**src/rtl/nibble_serial_adder_if.sv**
```systemverilog
// rtl/nibble_serial_adder_if.sv - start/ready/done handshake and operand/result bundle for nibble_serial_adder
interface nibble_serial_adder_if #(
  parameter int NIBBLES = 4
);
  localparam int W = 4 * NIBBLES;

  logic         start;
  logic [W-1:0] a;
  logic [W-1:0] b;
  logic         carry_in;
  logic         ready;
  logic         busy;
  logic         done;
  logic [W-1:0] sum;
  logic         carry_out;

  modport master (
    output start, a, b, carry_in,
    input  ready, busy, done, sum, carry_out
  );

  modport slave (
    input  start, a, b, carry_in,
    output ready, busy, done, sum, carry_out
  );
endinterface

```
**src/rtl/nibble_serial_adder.sv**
```systemverilog
// rtl/nibble_serial_adder.sv - wide adder that reuses one 4-bit adder, one nibble per clock
module four_bit_full_adder (
  input  logic [3:0] a,
  input  logic [3:0] b,
  input  logic       cin,
  output logic [3:0] sum,
  output logic       cout
);
  // Purely combinational 4-bit add with carry in/out
  assign {cout, sum} = {1'b0, a} + {1'b0, b} + {4'b0000, cin};
endmodule

module nibble_serial_adder #(
  parameter int NIBBLES = 4
) (
  input  logic                  clk,
  input  logic                  rst,
  nibble_serial_adder_if.slave  bus
);
  localparam int W    = 4 * NIBBLES;
  localparam int IDXW = $clog2(NIBBLES);

  typedef enum logic [1:0] {
    S_IDLE = 2'd0,
    S_ADD  = 2'd1,
    S_DONE = 2'd2
  } state_t;

  state_t            state_q;
  state_t            state_d;
  logic [W-1:0]      a_q;
  logic [W-1:0]      b_q;
  logic              carry_q;
  logic [IDXW-1:0]   idx_q;
  logic [W-1:0]      sum_q;
  logic              carry_out_q;

  logic [3:0]        nib_a;
  logic [3:0]        nib_b;
  logic [3:0]        add_sum;
  logic              add_cout;
  logic              last_nib;

  logic              ready_o;
  logic              busy_o;
  logic              done_o;

  assign last_nib = (idx_q == IDXW'(NIBBLES - 1));

  // Operand mux: pick the current nibble of each captured operand
  always_comb begin
    nib_a = 4'h0;
    nib_b = 4'h0;
    for (int k = 0; k < NIBBLES; k++) begin
      if (idx_q == IDXW'(k)) begin
        nib_a = a_q[4*k +: 4];
        nib_b = b_q[4*k +: 4];
      end
    end
  end

  four_bit_full_adder u_adder (
    .a    (nib_a),
    .b    (nib_b),
    .cin  (carry_q),
    .sum  (add_sum),
    .cout (add_cout)
  );

  // State register
  always_ff @(posedge clk or posedge rst) begin
    if (rst) begin
      state_q <= S_IDLE;
    end else begin
      state_q <= state_d;
    end
  end

  // Next-state logic; start only matters in IDLE
  always_comb begin
    state_d = state_q;
    case (state_q)
      S_IDLE:  if (bus.start) state_d = S_ADD;
      S_ADD:   if (last_nib)  state_d = S_DONE;
      S_DONE:  state_d = S_IDLE;
      default: state_d = S_IDLE;
    endcase
  end

  // Handshake outputs decoded from the state register only
  always_comb begin
    ready_o = 1'b0;
    busy_o  = 1'b0;
    done_o  = 1'b0;
    case (state_q)
      S_IDLE:  ready_o = 1'b1;
      S_ADD:   busy_o  = 1'b1;
      S_DONE: begin
        busy_o = 1'b1;
        done_o = 1'b1;
      end
      default: ready_o = 1'b0;
    endcase
  end

  // Datapath: capture operands on accept, then write one sum nibble per edge
  always_ff @(posedge clk or posedge rst) begin
    if (rst) begin
      a_q         <= '0;
      b_q         <= '0;
      carry_q     <= 1'b0;
      idx_q       <= '0;
      sum_q       <= '0;
      carry_out_q <= 1'b0;
    end else begin
      case (state_q)
        S_IDLE: begin
          if (bus.start) begin
            a_q     <= bus.a;
            b_q     <= bus.b;
            carry_q <= bus.carry_in;
            idx_q   <= '0;
          end
        end
        S_ADD: begin
          for (int k = 0; k < NIBBLES; k++) begin
            if (idx_q == IDXW'(k)) begin
              sum_q[4*k +: 4] <= add_sum;
            end
          end
          carry_q <= add_cout;
          if (last_nib) begin
            carry_out_q <= add_cout;
          end else begin
            idx_q <= idx_q + IDXW'(1);
          end
        end
        default: begin
        end
      endcase
    end
  end

  assign bus.ready     = ready_o;
  assign bus.busy      = busy_o;
  assign bus.done      = done_o;
  assign bus.sum       = sum_q;
  assign bus.carry_out = carry_out_q;
endmodule

```
**src/flat_wrapper.sv**
```systemverilog
// flat-port wrapper written by rule: the top's interface ports become plain ports
module nibble_serial_adder_flat 
#(
  parameter int NIBBLES = 4
)
  (clk, rst, bus_start, bus_a, bus_b, bus_carry_in, bus_ready, bus_busy, bus_done, bus_sum, bus_carry_out);
  nibble_serial_adder_if #(.NIBBLES(NIBBLES)) bus_i ();
  input  logic clk;
  input  logic rst;
  input wire logic [$bits(bus_i.start)-1:0] bus_start;
  input wire logic [$bits(bus_i.a)-1:0] bus_a;
  input wire logic [$bits(bus_i.b)-1:0] bus_b;
  input wire logic [$bits(bus_i.carry_in)-1:0] bus_carry_in;
  output wire logic [$bits(bus_i.ready)-1:0] bus_ready;
  output wire logic [$bits(bus_i.busy)-1:0] bus_busy;
  output wire logic [$bits(bus_i.done)-1:0] bus_done;
  output wire logic [$bits(bus_i.sum)-1:0] bus_sum;
  output wire logic [$bits(bus_i.carry_out)-1:0] bus_carry_out;
  assign bus_i.start = bus_start;
  assign bus_i.a = bus_a;
  assign bus_i.b = bus_b;
  assign bus_i.carry_in = bus_carry_in;
  assign bus_ready = bus_i.ready;
  assign bus_busy = bus_i.busy;
  assign bus_done = bus_i.done;
  assign bus_sum = bus_i.sum;
  assign bus_carry_out = bus_i.carry_out;
  nibble_serial_adder #(.NIBBLES(NIBBLES)) u_core (.clk(clk), .rst(rst), .bus(bus_i));
endmodule
```
**config.mk**
```make
export PLATFORM = sky130hd
export DESIGN_NAME = nibble_serial_adder_flat
export DESIGN_NICKNAME = d
export VERILOG_FILES = /design/src/rtl/nibble_serial_adder_if.sv /design/src/rtl/nibble_serial_adder.sv /design/src/flat_wrapper.sv
export SDC_FILE = /design/constraint.sdc
export NUM_CORES = 1
export LEC_CHECK = 0
export ABC_AREA = 1
export CAP_MARGIN = 20
export CELL_PAD_IN_SITES_DETAIL_PLACEMENT = 1
export CELL_PAD_IN_SITES_GLOBAL_PLACEMENT = 2
export CORE_ASPECT_RATIO = 1.2
export CORE_MARGIN = 5
export CORE_UTILIZATION = 25
export DETAILED_ROUTE_END_ITERATION = 10
export PLACE_DENSITY_LB_ADDON = 0.3
export REMOVE_ABC_BUFFERS = 1
export SLEW_MARGIN = 20
export SYNTH_ARGS = -nofsm -noshare
export SYNTH_HDL_FRONTEND = slang
export SYNTH_SLANG_ARGS = --single-unit
```
**constraint.sdc**
```tcl
create_clock -name clk -period 7.6 [get_ports clk]
set_clock_uncertainty 0.2 [all_clocks]
set_input_delay 1.52 -clock clk [delete_from_list [all_inputs] [get_ports clk]]
set_output_delay 1.52 -clock clk [all_outputs]
set_load 0.01 [all_outputs]
```
-- Word-level counts from Yosys, hierarchy flattened
Cells that the tools add are included.
- bits in registers: 54
- logic and storage cells: 52
- input bits: 36
- output and inout port bits: 20
- multiplexer cells: 19
- reductions and logical operators: 12
- eq/ne operators: 8
- add/sub/neg operators: 3
- operators by type and width (operator ; number):
    4-bit two-way mux ; 8
    2-bit AND reduction ; 7
    2-bit two-way mux ; 4
    2-bit case mux with 2 select lines ; 2
    2-bit == test (second input constant) ; 3
    4-bit by 4-bit adder with 5-bit output ; 1
    5-bit by 1-bit adder with 5-bit output ; 1
    2-bit by 1-bit == test with 1-bit output (second input constant) ; 2
    2-bit zero test ; 2
    1-bit two-way mux ; 4
    2-bit != test (second input constant) ; 2
    3-bit AND reduction ; 1
    2-bit by 1-bit adder with 2-bit output (second input constant) ; 1
    2-bit by 1-bit != test with 1-bit output (second input constant) ; 1
    1-bit case mux with 2 select lines ; 1
    2-bit nonzero test ; 1
    2-bit OR reduction ; 1

-- Longest topological paths before layout
Gate-level depths: netlist (run 1).
- word-level depth: 8
- gate-level depth with buffers: 14
- depth with buffers taken out: 14

-- Modules after synthesis
From an unflattened synthesis (run 1), not the netlist that was laid out.
- cell total of the unflattened synthesis: 334
- area, all modules: 2807.7 µm²
- modules (own cells, without submodules) (module ; seq. area each (µm²) ; instances ; cells an instance ; area each (µm²)):
    nibble_serial_adder ; 1351.3 ; 1 ; 309 ; 2642.5
    four_bit_full_adder ; 0.0 ; 1 ; 25 ; 165.2

-- Least setup slack after synthesis (run 1)
OpenSTA, ideal clock, no wires.
- kind: register to register
- from: reg u_core.idx_q[0]
- to: reg u_core.sum_q[13], in the netlist u_core.bus.sum[13]
- data arrival time: 2202 ps
- cell stages (with the launch flop): 13
- path buffers: 1
- period minus slack after synthesis: 2530 ps
- setup slack: 5070 ps
- path through: dfrtp_1 -> inv_1 -> ha_1 -> buf_4 -> inv_1 -> o211ai_1 -> nand2_1 -> o21ai_0 -> fa_1 -> inv_1 -> fa_1 -> inv_1 -> o21ai_0
- word-level cells in the longest chain between the ends: 7
- ends and longest elaborated chain (element ; RTL line ; RTL):
    from (decl) ; nibble_serial_adder.sv:34 ; logic [IDXW-1:0] idx_q;
    from (signal assigned) ; nibble_serial_adder.sv:135 ; idx_q <= idx_q + IDXW'(1);
    2-bit zero test ; nibble_serial_adder.sv:55 ; if (idx_q == IDXW'(k)) begin
    4-bit two-way mux (4 in a row) ; nibble_serial_adder.sv:55 ;
    4-bit by 4-bit adder with 5-bit output * ; nibble_serial_adder.sv:10 ; assign {cout, sum} = {1'b0, a} + {1'b0, b} + {4'b0000, cin};
    5-bit by 1-bit adder with 5-bit output * ; nibble_serial_adder.sv:10 ;
    named net u_core.add_sum[1] ; nibble_serial_adder.sv:40 ; logic [3:0] add_sum;
    to (signal, indexed assignment) ; nibble_serial_adder.sv:128 ; sum_q[4*k +: 4] <= add_sum;
    to (decl) ; nibble_serial_adder.sv:35 ; logic [W-1:0] sum_q;
The timed path passes the listed nets; every way through them passes the cells marked *.
A chain may end at the register's enable or synchronous reset.

-- Worst setup path after layout (run 1)
- from: reg u_core.state_q[0]
- to: out bus_ready
- word-level cells in the longest chain between the ends: 2
- ends and longest elaborated chain (element ; RTL line ; RTL):
    from (decl) ; nibble_serial_adder.sv:29 ; state_t state_q;
    from (signal assigned) ; nibble_serial_adder.sv:75 ; state_q <= state_d;
    2-bit zero test ; nibble_serial_adder.sv:95 ; case (state_q)
    1-bit two-way mux ; nibble_serial_adder.sv:95 ;
    to (decl) ; flat_wrapper.sv:14 ; output wire logic [$bits(bus_i.ready)-1:0] bus_ready;
Every way passes these cells.

==> qor.yml, run 1 <==
port_buffers: 55
cts.repair.resized: 0
hold_viol_final: 0
post-route-period-util_pct: 43.7
critPathCaptureType: "primary output"
p_leak_uw: 0.00171
clock_tree.buffer_depth: 2
hold_buffers: 0
drt-pass1-iter-count: 4
cpMaxStageDelayCell: "clkdlybuf4s50_1"
synthTopCellsByArea: "dfrtp_1 53%, nand2_1 22%, ha_1 4.9%"
switchingPower_uw: 638
cap_viol_max_count: 0
fp.dieW_um: 102
gr-total-overflow: 0
async_reset_ff_share_pct: 100
die_h_um: 121
synthMuxAreaShare_pct: 0
crit_type: "flop to primary output"
cts.sinks: 54
drt_wl_total_um: 6740
fin_nets: 414
ys.flop_type: "dfrtp_1"
grt_setup_unrepaired: "no"
synth_top_area_share_pct: 52.8
vias: 2138
diodes: 0
syn_area_um2: 2560
initial_core_util_pct: 25.6
synth-xor-area-share_pct: 0.342
worstPathCellList: "inv_1 -> ha_1 -> clkdlybuf4s50_1"
grt_pass1_vias: 2342
synth_area_leader_cell: "dfrtp_1"
synthAdderAreaFrac_pct: 6.45
post-dp-hpwl_um: 4900
grt_pass1_wl_um: 11700
syn-instance-count: 311
synth-edff-count: 0
seq_area_frac_synth_pct: 52.8
hp-class: "flop to flop"
grt_use_total_pct: 11.9
worst_ep_required_time_ps: 5880
synth_area_per_cell_um2: 8.23
num_rows: 40
tns_ps: 0
via_per_inst: 4.34
slowest_delay_ps: 570
grt_max_degree: 55
synth_top_family_by_area: "simple AND/OR/NAND/NOR gates"
cts_tree: "done"
ys_ff_latch: 54
drc_errors: 0
worstPathArrival_ps: 1600
p_comb_share_pct: 50.2
syn_to_final_growth_pct: 32.7
pwr_density_cell_nw_per_um2: 449
holdWs_ps: 282
max_freq_mhz: 301
drive_gt1_share_pct: 4.36
finalSetupViolations: 0
dieArea_um2: 12400
postLayoutCoreUtil_pct: 33.9
relSlewSlack_pct: 52.7
status: "complete, no violations"
period_needed_ps: 3320
worstMarginPinSlew_ps: 710
synth_common_cells: "152 x nand2_1, 54 x dfrtp_1, 19 x inv_1"
synth.most_common_cell: "nand2_1"
synthDistinctLibCells: 22
synth_warnings: 0
ant_nets: 0
post_cts_buffers: 0
insertion_delay_ps: 290
slew_violations: 0
yosys.area_share.simple_pct: 26.6
coreArea_um2: 10000
seqPwrFrac_pct: 32.5
pin_count: 56
path_max_fanout: 4
fill_cells: 1230
synth_compound_area_share_pct: 8.90
drtIter0Drc: 72
ff2ff_setup_slack_ps: 4430
cts_inserted_buffers: 5
place_congestion: 0.741
wire_per_inst_um: 13.7
clk_pin_slew_ps: 70
cts.htree.levels: 2
peakVddDrop_mv: 0.123
p_int_uw: 885
root_buffer: "clkbuf_16"
swShare_pct: 41.9
clkPwrFrac_pct: 17.3
cp-start-kind: "flop"
antenna_found_initial: 0
-- cell type report --
cell class / count / area (um^2) / share of cell area [%]
Sequential cell: 54 / 1350 / 39.8
Multi-Input combinational cell: 229 / 1080 / 31.9
Timing Repair Buffer: 56 / 558 / 16.4
Tap cell: 126 / 158 / 4.64
Clock buffer: 5 / 125 / 3.69
Inverter: 20 / 75.1 / 2.21
Clock inverter: 3 / 45.0 / 1.33
-- metal layers --
metal / share of wire, % / track usage, % / vias to the layer above
met4: 1.5 / 3.69 / 0
met1: 46 / 15.7 / 1012
met2: 50 / 19.9 / 37
met3: 3.0 / 1.79 / 6
met5: 0 / 0 / -
li1: - / - / 1083
-- cell families after synthesis --
| kind of cell | Yosys count |
|---|---|
| fa+ha+maj | 12 |
| flops | 54 |
| buf+inv | 28 |
| compound gates | 41 |
| xor+xnor | 1 |
| simple gates | 175 |
-- cell usage in the layout, fill, tap and decap left out --
cell               n
a21oi_1           14
bufinv_16          1
clkinvlp_4         2
xnor2_1            1
clkdlybuf4s50_1   55
buf_4              1
nor2_1             8
nand2_1          152
a31oi_1            1
clkbuf_16          5
o211ai_1           4
o21ai_2            1
fa_1               2
inv_1             18
nor2_2             1
nand3_1           11
o21ai_1            1
dfrtp_1           54
ha_1              10
o21ai_0           17
or2_2              2
a21o_1             2
inv_2              2
a22oi_1            1
nand2_2            1
-- state kept, by name, indices dropped and copies added (netlist names) --
name                  cells
u_core.a_q               16
u_core.b_q               16
u_core.bus.carry_out      1
u_core.bus.sum           16
u_core.carry_q            1
u_core.idx_q              2
u_core.state_q            2
-- per-stage QoR --
step	total power, uW	worst slack, ps	cell area (um^2)	instances
after floorplan	982	4570	2510	303
after global placement	1270	4080	3220	485
after detailed placement	1290	4030	3220	485
after CTS	1560	4240	3390	493
after global routing	1690	4080	3390	493
final	1520	4280	3390	493
-- power groups by stage --
stage               clock network (uW)  registers [uW]  logic, uW
floorplan                            0             501        482
global placement                     0             500        767
detailed placement                   0             503        787
CTS                                274             498        791
global route                       282             516        890
finish                             263             495        765
-- final timing paths --
path / startpoint / endpoint / cells past startpoint
setup reg to reg: u_core.idx_q[0]$_DFFE_PP0P_ / u_core.bus.sum[14]$_DFFE_PP0P_ / 11
hold / removal: u_core.b_q[4]$_DFFE_PP0P_ / u_core.b_q[4]$_DFFE_PP0P_ / 2
min in group asynchronous: rst / u_core.state_q[1]$_DFFE_PP0P_ / 3
max in group asynchronous: rst / u_core.a_q[13]$_DFFE_PP0P_ / 3
setup / recovery: u_core.state_q[0]$_DFFE_PP0P_ / bus_ready / 3
hold reg to reg: u_core.b_q[4]$_DFFE_PP0P_ / u_core.b_q[4]$_DFFE_PP0P_ / 2
-- critical path, delay by kind of cell, from the launching register on --
| family | cells | cell delay [ps] |
|---|---|---|
| adders and majority gates | 1 | 250 |
| buffers and inverters | 2 | 660 |
| DFF | 1 | 400 |
No activity file was read; power rests on OpenSTA's default activity.
==> inputs of run 2 (changes only) <==
==> constraint.sdc (replaced) <==
create_clock -name clk -period 2.7 [get_ports clk]
set_clock_uncertainty 0.2 [all_clocks]
set_input_delay 0.54 -clock clk [delete_from_list [all_inputs] [get_ports clk]]
set_output_delay 0.54 -clock clk [all_outputs]
set_load 0.01 [all_outputs]
==> run 2 against run 1 <==
Sequential power grew to 2.9 times the previous value. Register-to-register slack lost 4300 ps. Global-route usage grew 0.15 points. Die area is the same. First-iteration DRC count shrank 11%.
==> qor.yml, run 2 (same netlist as run 1, synthesis figures left out) <==
hold_depth: 2
wl_met1_um: 3000
dpl.cell_count: 495
vias: 2183
num_rows: 40
port_buffers: 55
cts_tree: "done"
drc_errors: 0
status: "complete, no violations"
ff2ff_setup_slack_ps: 160
finalSetupViolations: 0
report.power.total_uw: 4450
slowest_delay_ps: 440
fin_cells: 504
insertion_delay_ps: 290
worst_ep_required_time_ps: 2680
grt_max_degree: 55
wl_met3_um: 227
post-dp-hpwl_um: 5250
die_h_um: 121
syn_to_final_growth_pct: 38.0
reg2reg_from: "u_core.idx_q[0]$_DFFE_PP0P_"
antenna_found_initial: 0
relSlewSlack_pct: 66.6
final.setup.worst_slack_ps: 165
cap_viol_max_count: 0
peakVddDrop_mv: 0.411
place_congestion: 0.796
hold-path-endpoint: "u_core.a_q[2]$_DFFE_PP0P_"
drt_wl_total_um: 6820
crit_type: "flop to flop"
max_freq_mhz: 394
fp.dieW_um: 102
clock_tree.buffer_depth: 2
critPathCaptureType: "flop"
path_buf_inv: 3
cts.sinks: 54
cpMaxStageDelayCell: "dfrtp_2"
dieArea_um2: 12400
path_max_fanout: 6
cts_inserted_buffers: 5
regArea_um2: 1350
grt_use_total_pct: 12.1
drive_gt1_share_pct: 10.3
post-route-period-util_pct: 93.9
ant_nets: 0
worstPathArrival_ps: 2520
final_cell_mix: "152 x nand2_1, 55 x clkdlybuf4s50_1, 52 x dfrtp_1"
met2_length_um: 3490
multi_input_area_um2: 1140
layout_commonest_cell: "nand2_1"
grt_setup_unrepaired: "no"
place_area_um2: 3310
period_needed_ps: 2540
root_buffer: "clkbuf_16"
slew_violations: 0
timing.critical_path.from: "u_core.idx_q[0]$_DFFE_PP0P_"
cp-start-kind: "flop"
initial_core_util_pct: 25.6
r2r_cells: 12
via_per_inst: 4.33
worstMarginPinSlew_ps: 501
fill_cells: 1228
wire_per_inst_um: 13.5
diodes: 0
r2r-end: "u_core.bus.sum[11]$_DFFE_PP0P_"
crit_family: "adder cells"
cts.htree.levels: 2
worstPathCellList: "buf_4 -> ha_4 -> inv_1 -> buf_4 -> nand2_1 -> o211ai_1 -> a21oi_1 -> ha_1 -> a21oi_1 -> nand3_1 -> nand3_1 -> nand2_1"
dr.max_layer_used: "met4"
dp_slack_ps: -32.6
hp-class: "flop to flop"
drtIter0Drc: 64
gr-total-overflow: 0
grt_pass1_vias: 2366
hold_viol_final: 0
pwr_density_cell_nw_per_um2: 1260
stdcell_area_um2: 3530
pin_count: 56
holdCritStartpoint: "u_core.a_q[2]$_DFFE_PP0P_"
grt_pass1_wl_um: 11800
tns_ps: 0
drt-pass1-iter-count: 4
fin_nets: 425
coreArea_um2: 10000
clk_pin_slew_ps: 70
p_leak_uw: 0.00176
## run 2: changes by cell type in the layout (fill, tap and decap cells not counted), moves of 2 or more
cell	previous run	this run
buf_4	1	11
dfrtp_1	54	52
dfrtp_2	0	2
ha_1	10	6
ha_4	0	3
inv_1	18	14
inv_2	2	5
## run 2: final cells by class
type	count	area share (%)
sequential	54	38.3
multi-input combinational	229	32.2
timing repair buffer	67	18.5
tap	126	4.46
clock buffer	6	3.93
inverter	20	2.20
clock inverter	2	0.354
## run 2: power by group
group          leakage, uW  switching [uW]  total (uW)  internal [uW]
combinational      0.00101            1340        2370           1030
clock            0.0000729             285         652            368
sequential        0.000677             236        1420           1190
total              0.00176            1860        4450           2590
## run 2: metrics by stage
| stage | utilization, % | hold slack [ps] |
|---|---|---|
| finish | 35.3 | 281 |
| global route | 35.3 | 308 |
| CTS | 34.7 | 287 |
| detailed placement | 33.1 | 269 |
| global placement | 33.1 | 265 |
| floorplan | - | 244 |
## run 2: tightest hold or removal path, cell delays in order (launching register included)
cell and delay, ps:
dfrtp_1 340, nand2_1 50, nand2_1 50
## run 2: how the worst max path moves through the flow
stage / endpoint / slack [ps] / cells after the start
2_1_floorplan: u_core.bus.sum[14]$_DFFE_PP0P_ / 180 / 11
3_3_place_gp: u_core.bus.sum[6]$_DFFE_PP0P_ / 100 / 11
3_5_place_dp: u_core.bus.sum[6]$_DFFE_PP0P_ / -30 / 11
4_1_cts: u_core.bus.sum[5]$_DFFE_PP0P_ / 20 / 12
5_1_grt: u_core.bus.sum[11]$_DFFE_PP0P_ / 3 / 12
6_report: u_core.bus.sum[11]$_DFFE_PP0P_ / 160 / 12
## run 2: metal layers
metal  vias up  track usage, %
met4         0            3.94
li1       1110               -
met5         -               0
met1      1032            14.9
met3         4            1.90
met2        37            21.1
## run 2: timing repair
action,in CTS,in global routing
endpoints found under the setup margin,6,14
setup buffers,0,1
gates resized for setup,2,16
pin swaps,0,1
hold buffers,0,0
cloned,0,0
